### config.mk
export PLATFORM = sky130hd
export DESIGN_NAME = dsp_pass_scheduler
export DESIGN_NICKNAME = d
export VERILOG_FILES = /design/src/rtl/dsp_pass_scheduler_pkg.sv /design/src/rtl/dsp_pass_scheduler_result_saturator.sv /design/src/rtl/dsp_pass_scheduler.sv
export SDC_FILE = /design/constraint.sdc
export NUM_CORES = 1
export LEC_CHECK = 0
export CORE_ASPECT_RATIO = 1.5
export CORE_UTILIZATION = 55
export DETAILED_ROUTE_END_ITERATION = 12
export HOLD_SLACK_MARGIN = 0.06
export PLACE_DENSITY = 0.79
export SYNTH_ARGS = -nofsm -noshare
export SYNTH_HDL_FRONTEND = slang
export SYNTH_SLANG_ARGS = --single-unit
### constraint.sdc
create_clock -name clk -period 4.18 [get_ports clk]
set_input_delay 1.254 -clock clk [delete_from_list [all_inputs] [get_ports clk]]
set_output_delay 1.254 -clock clk [all_outputs]
set_load 0.05 [all_outputs]
### src/rtl/dsp_pass_scheduler_pkg.sv
// dsp_pass_scheduler_pkg: shared state encoding, widths and shift/saturation helpers
package dsp_pass_scheduler_pkg;
  typedef enum logic [1:0] {IDLE, CLEAR, RUN, EMIT} state_t;
  localparam int DSP_RESULT_W = 48;
  localparam int OUT_W_DEF = 18;
  localparam logic [5:0] SHIFT_MAX = 6'd47;
  function automatic logic [5:0] clamp_shift(input logic [5:0] s);
    return (s > SHIFT_MAX) ? SHIFT_MAX : s;
  endfunction
  // {over, under} against the signed range of a w-bit word
  function automatic logic [1:0] sat_flags(input logic signed [DSP_RESULT_W-1:0] v, input int w);
    logic signed [DSP_RESULT_W-1:0] hi;
    hi = $signed({DSP_RESULT_W{1'b1}} >> (DSP_RESULT_W - w + 1));
    return {v > hi, v < ~hi};
  endfunction
endpackage

### src/rtl/dsp_pass_scheduler_result_saturator.sv
// dsp_pass_scheduler_result_saturator: arithmetic right shift of a 48-bit result, saturated to OUT_W bits
module dsp_pass_scheduler_result_saturator
  import dsp_pass_scheduler_pkg::*;
#(
  parameter int OUT_W = OUT_W_DEF
) (
  input  logic [DSP_RESULT_W-1:0] din,
  input  logic [5:0]              shift,
  output logic [OUT_W-1:0]        dout
);
  logic signed [DSP_RESULT_W-1:0] v;
  logic [1:0] f;
  always_comb begin
    v = $signed(din) >>> shift;
    f = sat_flags(v, OUT_W);
    dout = f[1] ? {1'b0, {(OUT_W-1){1'b1}}} : f[0] ? {1'b1, {(OUT_W-1){1'b0}}} : v[OUT_W-1:0];
  end
endmodule

### src/rtl/dsp_pass_scheduler.sv
// dsp_pass_scheduler: runs clear/run/emit passes on the DSP controller and streams saturated results
module dsp_pass_scheduler
  import dsp_pass_scheduler_pkg::*;
#(
  parameter int OUT_W          = OUT_W_DEF,
  parameter int CLEAR_CYCLES   = 2,
  parameter int TIMEOUT_CYCLES = 4096
) (
  input  logic                    clk,
  input  logic                    rst,
  input  logic                    cmd_valid,
  output logic                    cmd_ready,
  input  logic [7:0]              cmd_pass_count,
  input  logic [12:0]             cmd_filter_length,
  input  logic [5:0]              cmd_shift,
  output logic                    dsp_rst,
  output logic [12:0]             filter_length,
  input  logic [DSP_RESULT_W-1:0] dsp_result,
  input  logic                    dsp_result_ready,
  output logic                    out_valid,
  input  logic                    out_ready,
  output logic [OUT_W-1:0]        out_data,
  output logic [7:0]              pass_index,
  output logic                    busy,
  output logic                    done,
  output logic                    timeout_err
);
  localparam int CW = $clog2(CLEAR_CYCLES + 1);
  localparam int TW = $clog2(TIMEOUT_CYCLES);
  state_t state, next;
  logic [CW-1:0] clr_cnt;
  logic [TW-1:0] to_cnt;
  logic [7:0] pass_count;
  logic [5:0] shift;
  logic [OUT_W-1:0] sat;
  logic accept, ready_hit, timed_out, hs, last;
  dsp_pass_scheduler_result_saturator #(.OUT_W(OUT_W)) result_saturator (
    .din(dsp_result), .shift(shift), .dout(sat)
  );
  // Outputs decode straight from state so an async reset takes effect at once
  assign cmd_ready = state == IDLE;
  assign busy      = state != IDLE;
  assign dsp_rst   = state != RUN;
  assign out_valid = state == EMIT;
  assign accept    = cmd_valid && cmd_ready;
  assign ready_hit = state == RUN && dsp_result_ready;
  assign timed_out = state == RUN && !dsp_result_ready && to_cnt == TW'(TIMEOUT_CYCLES - 1);
  assign hs        = state == EMIT && out_ready;
  assign last      = hs && (pass_index + 8'd1) == pass_count;
  always_comb begin
    next = state;
    case (state)
      IDLE:    next = (accept && cmd_pass_count != 8'd0) ? CLEAR : IDLE;
      CLEAR:   next = (clr_cnt == '0) ? RUN : CLEAR;
      RUN:     next = dsp_result_ready ? EMIT : timed_out ? IDLE : RUN;
      EMIT:    next = !out_ready ? EMIT : last ? IDLE : CLEAR;
      default: next = IDLE;
    endcase
  end
  always_ff @(posedge clk or posedge rst) begin
    if (rst) begin
      state         <= IDLE;
      clr_cnt       <= '0;
      to_cnt        <= '0;
      pass_count    <= '0;
      filter_length <= '0;
      shift         <= '0;
      pass_index    <= '0;
      out_data      <= '0;
      done          <= 1'b0;
      timeout_err   <= 1'b0;
    end else begin
      state   <= next;
      done    <= (accept && cmd_pass_count == 8'd0) || last;
      clr_cnt <= (state == CLEAR) ? clr_cnt - 1'b1 : CW'(CLEAR_CYCLES - 1);
      to_cnt  <= (state == RUN) ? to_cnt + 1'b1 : '0;
      if (accept) begin
        pass_count    <= cmd_pass_count;
        filter_length <= cmd_filter_length;
        shift         <= clamp_shift(cmd_shift);
        pass_index    <= '0;
        timeout_err   <= 1'b0;
      end
      if (timed_out) timeout_err <= 1'b1;
      if (ready_hit) out_data <= sat;
      if (hs) pass_index <= pass_index + 8'd1;
    end
  end
endmodule

==> impl_results.md, run 1 <==
* Antenna cells at 0
* Clock network power share at 9.4%
* Grt ovf at 0
* Ys Warns at 0
* Area grow syn2layout at 23.54%
* Async SR Flop Fraction at 100.0%
* Average wire per cell in the routed design at around 23 µm
* Commonest cells in the netlist: nand2_1, nor2_1, dfrtp_1
* Post-DRT Antenna Nets at 0
* Port bufs at 124
* Horiz. Die Dim at 96.06 µm
* CTS clk-pin slew, worst paths at 60 ps
* Crit-path max FO at 17
* Crit end category: register
* Post-route insts no fill at 1,081
* Reg2Reg Setup Slack at 430 ps
* CTS Buf Count at 9
* Power density cells at 848.8 nW/µm²
* Clock period minus worst slack at 4053 ps
* Power Total at 7653 µW
* Initial antenna violation count at 0
* I/O pin total at 125
* Clk_lat worst skew at approximately 340 ps
* Data required, critical path at 4390 ps
* Max-slew violations at 0
* Post-place setup slack at -139.3 ps
* First-pass GRT wire length at a little under 40,000 µm
* Routed vias/inst at between 6 and 7
* Slew @ Worst Pin at between 800 and 900 ps
* Reg power frac at 17.6%
* Status: finished, final reports clean
* Number of global-route vias before repair at between 7k and 8k
* Total negative slack at 0 ps
* # rows at 51
* Final Wtd Congestion at 1.008
* Worst hold slack at 429.1 ps
* Root buffer cell: clkbuf_16
* Vias at roughly 7.4k
* Clock sinks at ~70
* Maximum root-to-sink buffer count at 2
* Post-synth EDFFs at 0
* Gr usage total at 38.44%
* Synth top area share at 24.34%
* Sequential fraction of the synthesis area at 24.34%
* DR pass1 iterations at 7
* Die Ht at 143.1 µm
* Post-Syn Area at 7298 µm²
* Synth area leader: dfrtp_1
* DRC errors left at 0
* Internal power at 3735 µW
* Switching power at 3918 µW
* Clk_skew at ~10 ps
* Net Count, Synth at 887
* Main synth FF type: dfrtp_1
* Hold Crit Class: reg -> reg
* Cell variety after synth at 77
* Die ar. at 13,740 µm²
* RSZ-0062 raised after global routing: no
* Max-cap violations at 0
* Final hold viol count at 0
* Synth area leaders: dfrtp_1, mux4_2, nand2_1
* Avg Cell Area, Syn at a little over 9 µm²
* Final setup fails at 0
* CTS Hold Buffers Added at 0
* H-tree lvl count at 3
* Seq cells post-synth at slightly above 70
* Fin crit share at 96.96%
* P_leak at 0.003637 µW
* Hpwl dp at 18,260 µm
* Fmax at 246.7 MHz
* Largest net degree at the start of global routing at 56
* R2R depth at 10
* Layout cells sized above 1 at 17.25%
* Nets at 1,001
* Min-Delay Path Depth at 1
* WL final at 24,910 µm
* Relative slew slack at 43.88%
* Setup CP Type: in -> reg
* Gate power share at 73.0%
* Sw frac at 51.20%
* VDD IR-drop max at 0.0005590 V
* CP startpoint kind: input pin
* Post-Syn Instances at approximately 800
* Worst setup margin at 126.9 ps
* Worst Path Arrival at 4260 ps
* First DRT Iteration DRCs at 757
* Dpl cells at between 1k and 1.5k
* CTS tree: yes
* Most frequent cell after synthesis: nand2_1
* Fillers at ~1k
* Core Box Area at 12,950 µm²
* Initial cell density of the core at 56.34%
-- critical path, stage by stage --
cell	delay, ps
clkdlybuf4s50_1	540
mux4_1	600
a22o_1	200
a221oi_1	380
buf_4	210
nand3_1	90
a211oi_1	360
o2111ai_2	170
o21ai_4	180
buf_12	160
o22ai_1	110
-- placed cells by master (no fill, tap or decap), drive strengths merged, types with 10 or more instances in the layout --
master and instances:
clkdlybuf4s50 124, dfrtp 71, o22ai 21, a211oi 14
inv 15, xor2 10, nand2 152, mux2i 43
nand3 21, o21ai 43, clkbuf 10, mux4 63
a21oi 32, nor2 73, mux2 26, buf 49
-- state kept, by name, summed over array words and instances, names as in the netlist --
| signal | cells |
|---|---|
| clr_cnt | 2 |
| done | 1 |
| filter_length | 13 |
| out_data | 18 |
| pass_count | 8 |
| pass_index | 8 |
| shift | 6 |
| state | 2 |
| timeout_err | 1 |
| to_cnt | 12 |
-- per-stage QoR --
stage,util (%),instance area (µm²)
2_1_floorplan,-,7298
3_3_place_gp,67.44,8736
3_5_place_dp,67.44,8736
4_1_cts,69.55,9009
5_1_grt,69.60,9016
6_report,69.60,9016
-- logic make-up (layout without fill, tap and decap cells) --
kind of cell | count (synthesis) | after routing | synth area share [%]
adders and majority gates | 3 | 3 | 0.5144
AOI/OAI and AO/OA | 179 | 179 | 16.99
and+or+nand+nor | 317 | 317 | 19.34
muxes | 132 | 132 | 30.04
DFF | 71 | 71 | 24.34
xor gates and xnor gates | 18 | 18 | 2.160
buffers and inverters | 84 | 202 | 6.618
-- timing repair --
action,4_1_cts,5_1_grt
setup endpoints to repair,0,17
buffers inserted,0,0
gates resized for setup,0,2
-- final cells by class --
cell class,count,area (µm²),area share (%)
Multi-Input combinational cell,649,5049,55.99
Sequential cell,71,1784,19.79
Tap cell,159,198.9,2.206
Clock inverter,5,33.78,0.3747
Clock buffer,10,239.0,2.651
Inverter,14,52.55,0.5828
Timing Repair Buffer,173,1659,18.40
-- power by group through the flow --
stage,sequential [µW],combinational [µW],clock [µW]
after floorplan,1530,3640,0
after global placement,1330,5340,0
after detailed placement,1350,5420,0
after CTS,1340,5460,720
after global routing,1390,5940,752
final,1350,5590,719
-- worst paths after layout --
check,start,end
setup / recovery,dsp_result[21],out_data[6]$_DFFE_PP0P_
hold / removal,clr_cnt[0]$_DFF_PP0_,clr_cnt[0]$_DFF_PP0_
setup reg to reg,shift[1]$_DFFE_PP0P_,out_data[6]$_DFFE_PP0P_
hold reg to reg,clr_cnt[0]$_DFF_PP0_,clr_cnt[0]$_DFF_PP0_
max in group asynchronous,rst,shift[1]$_DFFE_PP0P_
min in group asynchronous,rst,to_cnt[10]$_DFF_PP0_
-- routing by layer --
metal | global-route usage [%] | wire length, µm | vias to the layer above
met5 | 0 | 0 | -
met4 | 25.06 | 1664 | 0
met3 | 6.550 | 1756 | 115
li1 | - | - | 3255
met2 | 65.02 | 12910 | 431
met1 | 43.79 | 8580 | 3578
Note: power is estimated with default switching activity, not from simulation.
==> inputs of run 2 (changes only) <==
--- a/config.mk
+++ b/config.mk
@@ -5,11 +5,12 @@
 export SDC_FILE = /design/constraint.sdc
 export NUM_CORES = 1
 export LEC_CHECK = 0
+export ABC_AREA = 1
 export CORE_ASPECT_RATIO = 1.5
-export CORE_UTILIZATION = 55
+export CORE_UTILIZATION = 54
 export DETAILED_ROUTE_END_ITERATION = 12
 export HOLD_SLACK_MARGIN = 0.06
-export PLACE_DENSITY = 0.79
+export PLACE_DENSITY = 0.8
 export SYNTH_ARGS = -nofsm -noshare
 export SYNTH_HDL_FRONTEND = slang
 export SYNTH_SLANG_ARGS = --single-unit
==> run 2 against run 1 <==
Effect of this change: final cell count up 20%; power fell by 11%; maximum frequency up 14%; core utilization shrank 0.58 points; clock skew shrank 8.2 ps; flip-flop and latch count did not move; sequential power is 16% lower; clock power shrank 2%; cell area shrank 11%; critical path type unchanged; critical endpoint is now out_data[11]$_DFFE_PP0P_; largest power group unchanged; highest routed layer unchanged.
==> impl_results.md, run 2 <==
* Status: finished, final reports clean
* CTS Hold Buffers Added at 0
* R2r endpoint: out_data[16]$_DFFE_PP0P_
* Average wire per cell in the routed design at ~16 µm
* DR pass1 iterations at 8
* R2R depth at 14
* Post-route insts no fill at ~1.3k
* Post-synth EDFFs at 0
* Relative slew slack at 51.41%
* Largest net degree at the start of global routing at 72
* Crit-path slowest cell: clkdlybuf4s50_1
* Fmax at 280.6 MHz
* Largest regs: out_data: 18 flops, filter_length: 13 flops, to_cnt: 12 flops
* First DRT Iteration DRCs at 403
* Worst path bufs/invs at 2
* RSZ-0062 raised after global routing: no
* Final Wtd Congestion at 1.031
* CTS tree: yes
* I/O pin total at 125
* Dpl cells at 1,277
* Min-Delay Path Depth at 1
* Core Box Area at about 12,000 µm²
* Clock period minus worst slack at ~3600 ps
* Clock network power share at 10.4%
* Clock sinks at 71
* Slew @ Worst Pin at 727.1 ps
* Worst Path Arrival at 3810 ps
* CP startpoint kind: input pin
* Switching power at 3861 µW
* Cell variety after synth at 36
* H-tree lvl count at 3
* Synth top area share at 27.44%
* Gate power share at 72.9%
* Most frequent cell on the critical path: nand2_1
* CP peak stage delay at approximately 690 ps
* Setup CP Type: in -> reg
* Total negative slack at 0 ps
* Commonest non-fill, non-tap cell in the layout: nand2_1
* Hpwl dp at between 15,000 and 20,000 µm
* Max-slew violations at 0
* Min-delay src: clr_cnt[0]$_DFF_PP0_
* # rows at 48
* Grt ovf at 0
* Seq cells post-synth at 71
* VDD IR-drop max at 0.0004809 V
* WL final at 20,680 µm
* Post-Syn Area at 6475 µm²
* Sw frac at 56.86%
* Number of global-route vias before repair at 7,157
* Max-cap violations at 0
* Synth area leaders: dfrtp_1, nand2_1, nand3_1
* Reg2Reg Setup Slack at 1170 ps
* Post-CTS setup buffers at 0
* Fillers at 1,067
* Top reg by flops: out_data
* Layout cells sized above 1 at just under 8%
* Antenna cells at 0
* DRC errors left at 0
* Post-Syn Instances at 1,047
* Reg power frac at about 17%
* Internal power at 2929 µW
* Crit-path max FO at 17
* Hold Crit Class: reg -> reg
* Power density cells at about 850 nW/µm²
* CTS Buf Count at 9
* R2R Path Start: shift[1]$_DFFE_PP0P_
* Synth area leader: dfrtp_1
* Initial cell density of the core at 55.86%
* Final setup fails at 0
* Maximum root-to-sink buffer count at 2
* Nets at 1,221
* Data required, critical path at approximately 4400 ps
* Routed vias/inst at 5.760
* Area grow syn2layout at 23.56%
* Worst hold slack at 461.2 ps
* Vias at 7,442
* Net Count, Synth at 1,130
* Worst Hold End: clr_cnt[0]$_DFF_PP0_
* Final hold viol count at 0
* Main synth FF type: dfrtp_1
* Fin crit share at between 80 and 90%
* Crit-path cells: clkdlybuf4s50_1 > inv_1 > nand2_1 > nand3_1 > nand3_1 > nand3_1 > nand2_1 > nand2_1 > nand2_1 > nand2_1 > nor2_1 > nand2_1 > o21ai_1 > nand2_1 > nand2_4 > nand2_1 > a21oi_1
* Avg Cell Area, Syn at roughly 6 µm²
* Horiz. Die Dim at 91.41 µm
* First-pass GRT wire length at 33,630 µm
* Post-DRT Antenna Nets at 0
* Most frequent cell after synthesis: nand2_1
* Clk_skew at 2.315 ps
* Port bufs at 124
* P_leak at 0.003866 µW
* Async SR Flop Fraction at 100.0%
* Sequential fraction of the synthesis area at 27.44%
* Commonest cells in the netlist: nand2_1, nand3_1, inv_1
* Gr usage total at roughly a third
* CTS clk-pin slew, worst paths at 50 ps
* PostCTS Resize Cnt at 0
* Crit end category: register
* Die ar. at 12,440 µm²
* Most frequent cells in the layout: nand2_1, nand3_1, clkdlybuf4s50_1
* Clk_lat worst skew at 320 ps
* CP delay by family, top: simple AND/OR/NAND/NOR gates
* Number of flip-flops in the largest register at 18
* Die Ht at about 140 µm
* Root buffer cell: clkbuf_16
* Initial antenna violation count at 0
* Ys Warns at 0
==> run 2: logic make-up after synthesis <==
group / Yosys count / synth area share, %
and+or+nand+nor: 684 / 48.08
buffers and inverters: 148 / 10.16
AOI/OAI and AO/OA: 129 / 12.06
DFF: 71 / 27.44
xor gates and xnor gates: 9 / 1.217
muxes: 3 / 0.4638
adders and majority gates: 3 / 0.5798
==> run 2: layer usage <==
metal	vias to the layer above	global-route usage [%]	part of all wire (%)
li1	3653	-	-
met1	3417	37.09	37
met2	284	62.66	52
met3	88	3.412	4.7
met4	0	20.90	5.8
met5	-	0	0
==> run 2: worst max-delay path by stage <==
stage / start / endpoint / slack, ps / depth (start not counted)
after floorplan: rst / clr_cnt[0]$_DFF_PP0_ / 1130 / 1
final: dsp_result[47] / out_data[11]$_DFFE_PP0P_ / 620 / 17
after CTS: dsp_result[47] / out_data[11]$_DFFE_PP0P_ / 630 / 17
after detailed placement: dsp_result[47] / out_data[11]$_DFFE_PP0P_ / 290 / 17
after global routing: dsp_result[47] / out_data[10]$_DFFE_PP0P_ / 360 / 17
after global placement: dsp_result[47] / out_data[14]$_DFFE_PP0P_ / 330 / 17
==> run 2: power groups by stage <==
| stage | Combinational, µW | Sequential (µW) | Clock (µW) |
|---|---|---|---|
| 2_1_floorplan | 3140 | 1600 | 0 |
| 3_3_place_gp | 4850 | 1120 | 0 |
| 3_5_place_dp | 4880 | 1130 | 0 |
| 4_1_cts | 4900 | 1130 | 714 |
| 5_1_grt | 5420 | 1160 | 741 |
| 6_report | 4950 | 1130 | 708 |
==> run 2: cell type report <==
cell class / count / area (µm²) / share of cell area (%)
multi-input cells: 828 / 4043 / 50.53
flip-flops and latches: 71 / 1777 / 22.21
inverters: 85 / 319.1 / 3.988
repair buffers: 143 / 1396 / 17.45
clock buffers: 15 / 277.8 / 3.472
well taps: 150 / 187.7 / 2.346
==> run 2: worst register-to-register path: cells and delay by family (launching register included) <==
family	cells	cell delay, ps
buf+inv	3	1150
simple gates	9	1060
flops	1	410
compound gates	2	250
==> run 2: through the flow <==
stage               util, %  cell area (µm²)  worst slack, ps  total power (µW)
floorplan                 -             6475             1129              4740
global placement      66.62             7722            327.0              5975
detailed placement    66.62             7722            286.0              6010
CTS                   69.02             8000            631.0              6745
global route          69.02             8000            356.0              7325
finish                69.02             8000            615.8              6790
==> edit 1, RTL diff (config.mk and constraints of run 1) <==
`DSP_RESULT_W`: 48 -> 24.
--- a/src/rtl/dsp_pass_scheduler_pkg.sv
+++ b/src/rtl/dsp_pass_scheduler_pkg.sv
@@ -1,7 +1,7 @@
 // dsp_pass_scheduler_pkg: shared state encoding, widths and shift/saturation helpers
 package dsp_pass_scheduler_pkg;
   typedef enum logic [1:0] {IDLE, CLEAR, RUN, EMIT} state_t;
-  localparam int DSP_RESULT_W = 48;
+  localparam int DSP_RESULT_W = 24;
   localparam int OUT_W_DEF = 18;
   localparam logic [5:0] SHIFT_MAX = 6'd47;
   function automatic logic [5:0] clamp_shift(input logic [5:0] s);
Interface: changed (resized dsp_result); port bits go from 125 to 101. The function was not compared with the original's and may differ.
==> edit 1 against run 1 <==
  * Routed wire length is 45% lower
  * Register-to-register slack improved by 0.81 ns
  * Non-clock buffer count shrank 62
  * Total power fell by 35%
  * Area after synthesis decreased by 36%
  * Worst setup slack gained 0.59 ns
  * Clock power is 32% higher
  * First-iteration DRC count down 57%
  * Sequential share of layout area rose by 9.4 points
  * Sequential power decreased by 11%
  * Count of clock-buffer cells in the layout rose by 1
  * Final area down 32%
  * Sequential cell count is the same
  * Critical endpoint is now out_data[2]
  * Largest power group unchanged
  * Highest routed layer unchanged
==> edit 1: results (changes against run 1) <==
<table>
<tr><th>Metric</th><th>Value</th></tr>
<tr><th colspan="2">Outcome</th></tr>
<tr><td>Outcome</td><td>complete, no violations</td></tr>
<tr><th colspan="2">Global routing</th></tr>
<tr><td>All-Layer GR Usage</td><td>32.3% (-6.1 points)</td></tr>
<tr><td>First-pass GRT wire length</td><td>22000 um (-45%)</td></tr>
<tr><td>Number of global-route vias before repair</td><td>4496 (-39%)</td></tr>
<tr><th colspan="2">Finish</th></tr>
<tr><td>Share of final-layout standard cells stronger than drive strength 1</td><td>10.4% (-6.8 points)</td></tr>
<tr><td>Nets@finish</td><td>677 (-32%)</td></tr>
<tr><td>Layout Cells excl Fill</td><td>728 (-33%)</td></tr>
<tr><th colspan="2">Place</th></tr>
<tr><td>Half-perimeter wire length of the detailed placement result</td><td>10100 um (-45%)</td></tr>
<tr><td>Cell count after placement</td><td>712 (-33%)</td></tr>
<tr><td>IO buf count</td><td>100 (-19%)</td></tr>
<tr><td>Cell area after placement</td><td>5720 um2 (-34%)</td></tr>
<tr><th colspan="2">Drt</th></tr>
<tr><td>Wire length per cell</td><td>18.7 um (-19%)</td></tr>
<tr><td>Post-detailed-route via-to-cell ratio</td><td>6.07 (-11%)</td></tr>
<tr><td>Total iterations of the first detailed-routing run</td><td>5 (-2)</td></tr>
<tr><th colspan="2">Critical path</th></tr>
<tr><td>Worst r2r src</td><td>shift[0]</td></tr>
<tr><td>Top Family by Delay on Critical Path</td><td>buffers and inverters</td></tr>
<tr><td>CP peak stage delay</td><td>0.72 ns (+0.12 ns)</td></tr>
<tr><td>Slowest cell on the critical path</td><td>sky130_fd_sc_hd__clkdlybuf4s50_1</td></tr>
<tr><th colspan="2">Pwr</th></tr>
<tr><td>Clock network power consumption</td><td>946 uW (+32%)</td></tr>
<tr><td>Sequential power</td><td>1200 uW (-11%)</td></tr>
<tr><td>Leakage power total</td><td>0.00257 uW (-29%)</td></tr>
<tr><td>Sw power</td><td>2340 uW (-40%)</td></tr>
<tr><td>Overall power consumption</td><td>5000 uW (-35%)</td></tr>
<tr><th colspan="2">Synthesis</th></tr>
<tr><td>Count of distinct cell types in the synthesized netlist</td><td>57 (-26%)</td></tr>
<tr><td>Mean Syn Cell Area</td><td>8.77 um2 (-3.4%)</td></tr>
<tr><th colspan="2">STA</th></tr>
<tr><td>Max Clock Skew</td><td>0.00564 ns (-0.00484 ns)</td></tr>
</table>
[edit 1: cell types whose count changed in the layout (fill, tap and decap cells not counted), moves of 8 or more]
cell / before / now
sky130_fd_sc_hd__nor2_1: 72 / 55
sky130_fd_sc_hd__mux4_2: 49 / 10
sky130_fd_sc_hd__mux2_2: 26 / 13
sky130_fd_sc_hd__mux4_1: 12 / 0
sky130_fd_sc_hd__o22ai_1: 21 / 2
sky130_fd_sc_hd__o21ai_0: 42 / 30
sky130_fd_sc_hd__a21oi_1: 32 / 24
sky130_fd_sc_hd__nand3_1: 21 / 13
sky130_fd_sc_hd__clkdlybuf4s50_1: 124 / 100
sky130_fd_sc_hd__buf_4: 45 / 10
sky130_fd_sc_hd__or3_1: 9 / 0
sky130_fd_sc_hd__nand2_1: 152 / 100
[edit 1: worst reg2reg max path: stages, from the launching register on]
cell and delay, ns:
sky130_fd_sc_hd__dfrtp_1 0.75, sky130_fd_sc_hd__buf_4 0.44, sky130_fd_sc_hd__mux2_2 0.43, sky130_fd_sc_hd__nand4_1 0.12, sky130_fd_sc_hd__o31ai_1 0.08, sky130_fd_sc_hd__o22ai_1 0.36
sky130_fd_sc_hd__nor3_4 0.12, sky130_fd_sc_hd__a211oi_2 0.42, sky130_fd_sc_hd__nor3_2 0.10
[edit 1: per-layer routing]
metal | track usage (%) | wire length (um) | vias up
li1 | - | - | 2062
met1 | 35.9 | 5170 | 2096
met2 | 58.2 | 6960 | 198
met3 | 3.98 | 675 | 62
met4 | 21.0 | 780 | 0
met5 | 0 | 0 | -
[edit 1: layout make-up]
type	instances	area (um2)	area share (%)
clock buffers	11	243	3.98
multi-input cells	411	2670	43.8
inverters	14	52.6	0.862
clock inverters	5	129	2.11
well taps	105	131	2.16
repair buffers	111	1100	18.0
flip-flops and latches	71	1780	29.1
[edit 1: kinds of logic after synthesis]
group,Yosys count,share of synthesized area (%)
AOI/OAI and AO/OA,111,15.9
xor gates and xnor gates,21,3.96
adders and majority gates,3,0.808
buffers and inverters,48,4.39
DFF,71,38.2
muxes,61,16.2
and+or+nand+nor,215,20.5
[edit 1: through the flow]
step / utilization [%] / hold slack (ns)
floorplan: - / 0.406
global placement: 70.6 / 0.418
detailed placement: 70.6 / 0.429
CTS: 75.2 / 0.436
global route: 75.2 / 0.464
finish: 75.2 / 0.431
[edit 1: how the worst max path moves through the flow]
| stage | slack (ns) | to |
|---|---|---|
| final | 0.71 | out_data[2] |
| after floorplan | 1.13 | clr_cnt[0] |
| after CTS | 0.72 | dsp_rst |
| after global routing | 0.57 | dsp_rst |
| after detailed placement | 0.47 | out_data[6] |
| after global placement | 0.46 | out_data[6] |
==> edit 2, RTL diff (flow settings as in run 1) <==
Made on the original files. Encoding of `state_t`: now one-hot (4 bits for 4 states).
--- a/src/rtl/dsp_pass_scheduler_pkg.sv
+++ b/src/rtl/dsp_pass_scheduler_pkg.sv
@@ -1,6 +1,6 @@
 // dsp_pass_scheduler_pkg: shared state encoding, widths and shift/saturation helpers
 package dsp_pass_scheduler_pkg;
-  typedef enum logic [1:0] {IDLE, CLEAR, RUN, EMIT} state_t;
+  typedef enum logic [3:0] {IDLE = 4'b0001, CLEAR = 4'b0010, RUN = 4'b0100, EMIT = 4'b1000} state_t;
   localparam int DSP_RESULT_W = 48;
   localparam int OUT_W_DEF = 18;
   localparam logic [5:0] SHIFT_MAX = 6'd47;
Behaviour: no difference found for any inputs over 10 cycles, from zero or initial values and one cycle with rst high; not proved beyond that.
==> edit 2 against run 1 <==
  * Sequential cell count up 2
  * Routed wire length grew 5.5%
  * Total power grew 4.8%
  * Maximum frequency shrank 1.1%
  * Sequential power fell by 3%
  * Worst setup slack lost 0.047 ns
  * Largest cell class unchanged
  * Non-clock buffer count is 50 higher
  * Global-route usage decreased by 0.75 points
  * Synthesized cell count grew 2.9%
  * Final area increased by 7.6%
  * Combinational power grew 4.1%
  * Area after synthesis increased by 2.2%
==> edit 2: results (changes against run 1) <==
<table>
<tr><th>Metric</th><th>Value</th></tr>
<tr><th colspan="2">Outcome</th></tr>
<tr><td>Outcome</td><td>complete, no violations</td></tr>
<tr><th colspan="2">Critical path</th></tr>
<tr><td>Depth of the worst register-to-register path</td><td>9 (-1)</td></tr>
<tr><td>Worst setup startpoint</td><td>dsp_result[44]</td></tr>
<tr><td>CP peak stage delay</td><td>0.64 ns (+0.04 ns)</td></tr>
<tr><td>Endpoint arrival time on the critical path</td><td>4.33 ns (+0.07 ns)</td></tr>
<tr><td>Slowest cell on the critical path</td><td>sky130_fd_sc_hd__clkdlybuf4s50_1</td></tr>
<tr><th colspan="2">Drt</th></tr>
<tr><td>Total detailed-routing wirelength</td><td>26300 um (+5.5%)</td></tr>
<tr><td>Post-detailed-route via-to-cell ratio</td><td>6.64 (-2.7%)</td></tr>
<tr><td>Iteration-0 DRC Markers</td><td>552 (-27%)</td></tr>
<tr><th colspan="2">Synthesis</th></tr>
<tr><td>Post-synthesis instance total</td><td>827 (+2.9%)</td></tr>
<tr><td>Cell types with the largest area share after synthesis</td><td>sky130_fd_sc_hd__dfrtp_1 24%, sky130_fd_sc_hd__mux4_2 16%, sky130_fd_sc_hd__mux2i_1 9.5%</td></tr>
<tr><td>Count of distinct cell types in the synthesized netlist</td><td>69 (-10%)</td></tr>
<tr><td>Register area share after synthesis</td><td>24.5% (+0.17 points)</td></tr>
<tr><th colspan="2">Place</th></tr>
<tr><td>Worst slack at placement</td><td>-0.306 ns (-0.167 ns)</td></tr>
<tr><td>Final estimated routing congestion in global placement</td><td>0.999 (-0.89%)</td></tr>
<tr><td>Half-perimeter wire length of the detailed placement result</td><td>19900 um (+9.1%)</td></tr>
<tr><td>Cell area after placement</td><td>9350 um2 (+7.0%)</td></tr>
<tr><td>Cell count after placement</td><td>1138 (+6.8%)</td></tr>
<tr><th colspan="2">STA</th></tr>
<tr><td>Max Clock Skew</td><td>0.00473 ns (-0.00575 ns)</td></tr>
<tr><td>Worst-margin pin slew</td><td>0.849 ns (+0.00687 ns)</td></tr>
<tr><th colspan="2">Hold path</th></tr>
<tr><td>Min-delay src</td><td>to_cnt[0]</td></tr>
<tr><th colspan="2">Global routing</th></tr>
<tr><td>Maximum number of pins on one net before global-route repair</td><td>58 (+3.6%)</td></tr>
<tr><td>Met1 usage in global routing</td><td>42.5% (-1.3 points)</td></tr>
<tr><th colspan="2">Pwr</th></tr>
<tr><td>Leakage power total</td><td>0.00415 uW (+14%)</td></tr>
<tr><td>Highest ir drop seen on vdd</td><td>0.664 mV (+19%)</td></tr>
<tr><td>Fraction of power spent switching nets</td><td>49.5% (-1.7 points)</td></tr>
<tr><th colspan="2">Finish</th></tr>
<tr><td>Number of filler instances in the final layout</td><td>943 (-6.1%)</td></tr>
</table>
==> edit 2: area by class of cell <==
| cell class | count | area, um2 | area share [%] |
|---|---|---|---|
| multi-input cells | 668 | 5220 | 53.8 |
| repair buffers | 223 | 2050 | 21.1 |
| flip-flops and latches | 73 | 1840 | 18.9 |
| clock buffers | 11 | 243 | 2.50 |
| well taps | 159 | 199 | 2.05 |
| clock inverters | 5 | 103 | 1.06 |
| inverters | 15 | 56.3 | 0.580 |
==> edit 2: logic make-up (layout without fill, tap and decap cells) <==
logic type	Yosys count	in the layout	share of synthesized area (%)
AOI/OAI and AO/OA	209	209	20.0
and+or+nand+nor	287	287	17.5
adders and majority gates	3	3	0.503
buffers and inverters	86	254	5.67
xor gates and xnor gates	21	21	2.47
muxes	148	148	29.4
DFF	73	73	24.5
==> edit 2: power by group through the flow <==
stage                     sequential (uW)  combinational, uW  clock (uW)
after global routing                 1340               6160         924
after CTS                            1290               5720         896
final                                1310               5820         889
after detailed placement             1300               5670           0
after floorplan                      1520               3550           0
after global placement               1280               5620           0
==> edit 2: path summary, 6_finish.rpt <==
path / end / slack [ns]
max: out_data[12] / 0.08
min: to_cnt[0] / 0.46
max reg2reg: out_data[5] / 0.61
min reg2reg: to_cnt[0] / 0.46
max in group asynchronous: state[0] / 2.29
min in group asynchronous: filter_length[2] / 1.22
==> edit 2: critical path, delay by kind of cell <==
family | cells | cell delay, ns
AOI/OAI and AO/OA | 3 | 1.05
and+or+nand+nor | 2 | 0.53
muxes | 2 | 0.67
buffers and inverters | 2 | 0.81
==> edit 2: routing by layer <==
layer	wire length, um	up-vias
li1	-	3470
met1	9550	3736
met2	13900	378
met3	1550	83
met4	1320	0
met5	0	-
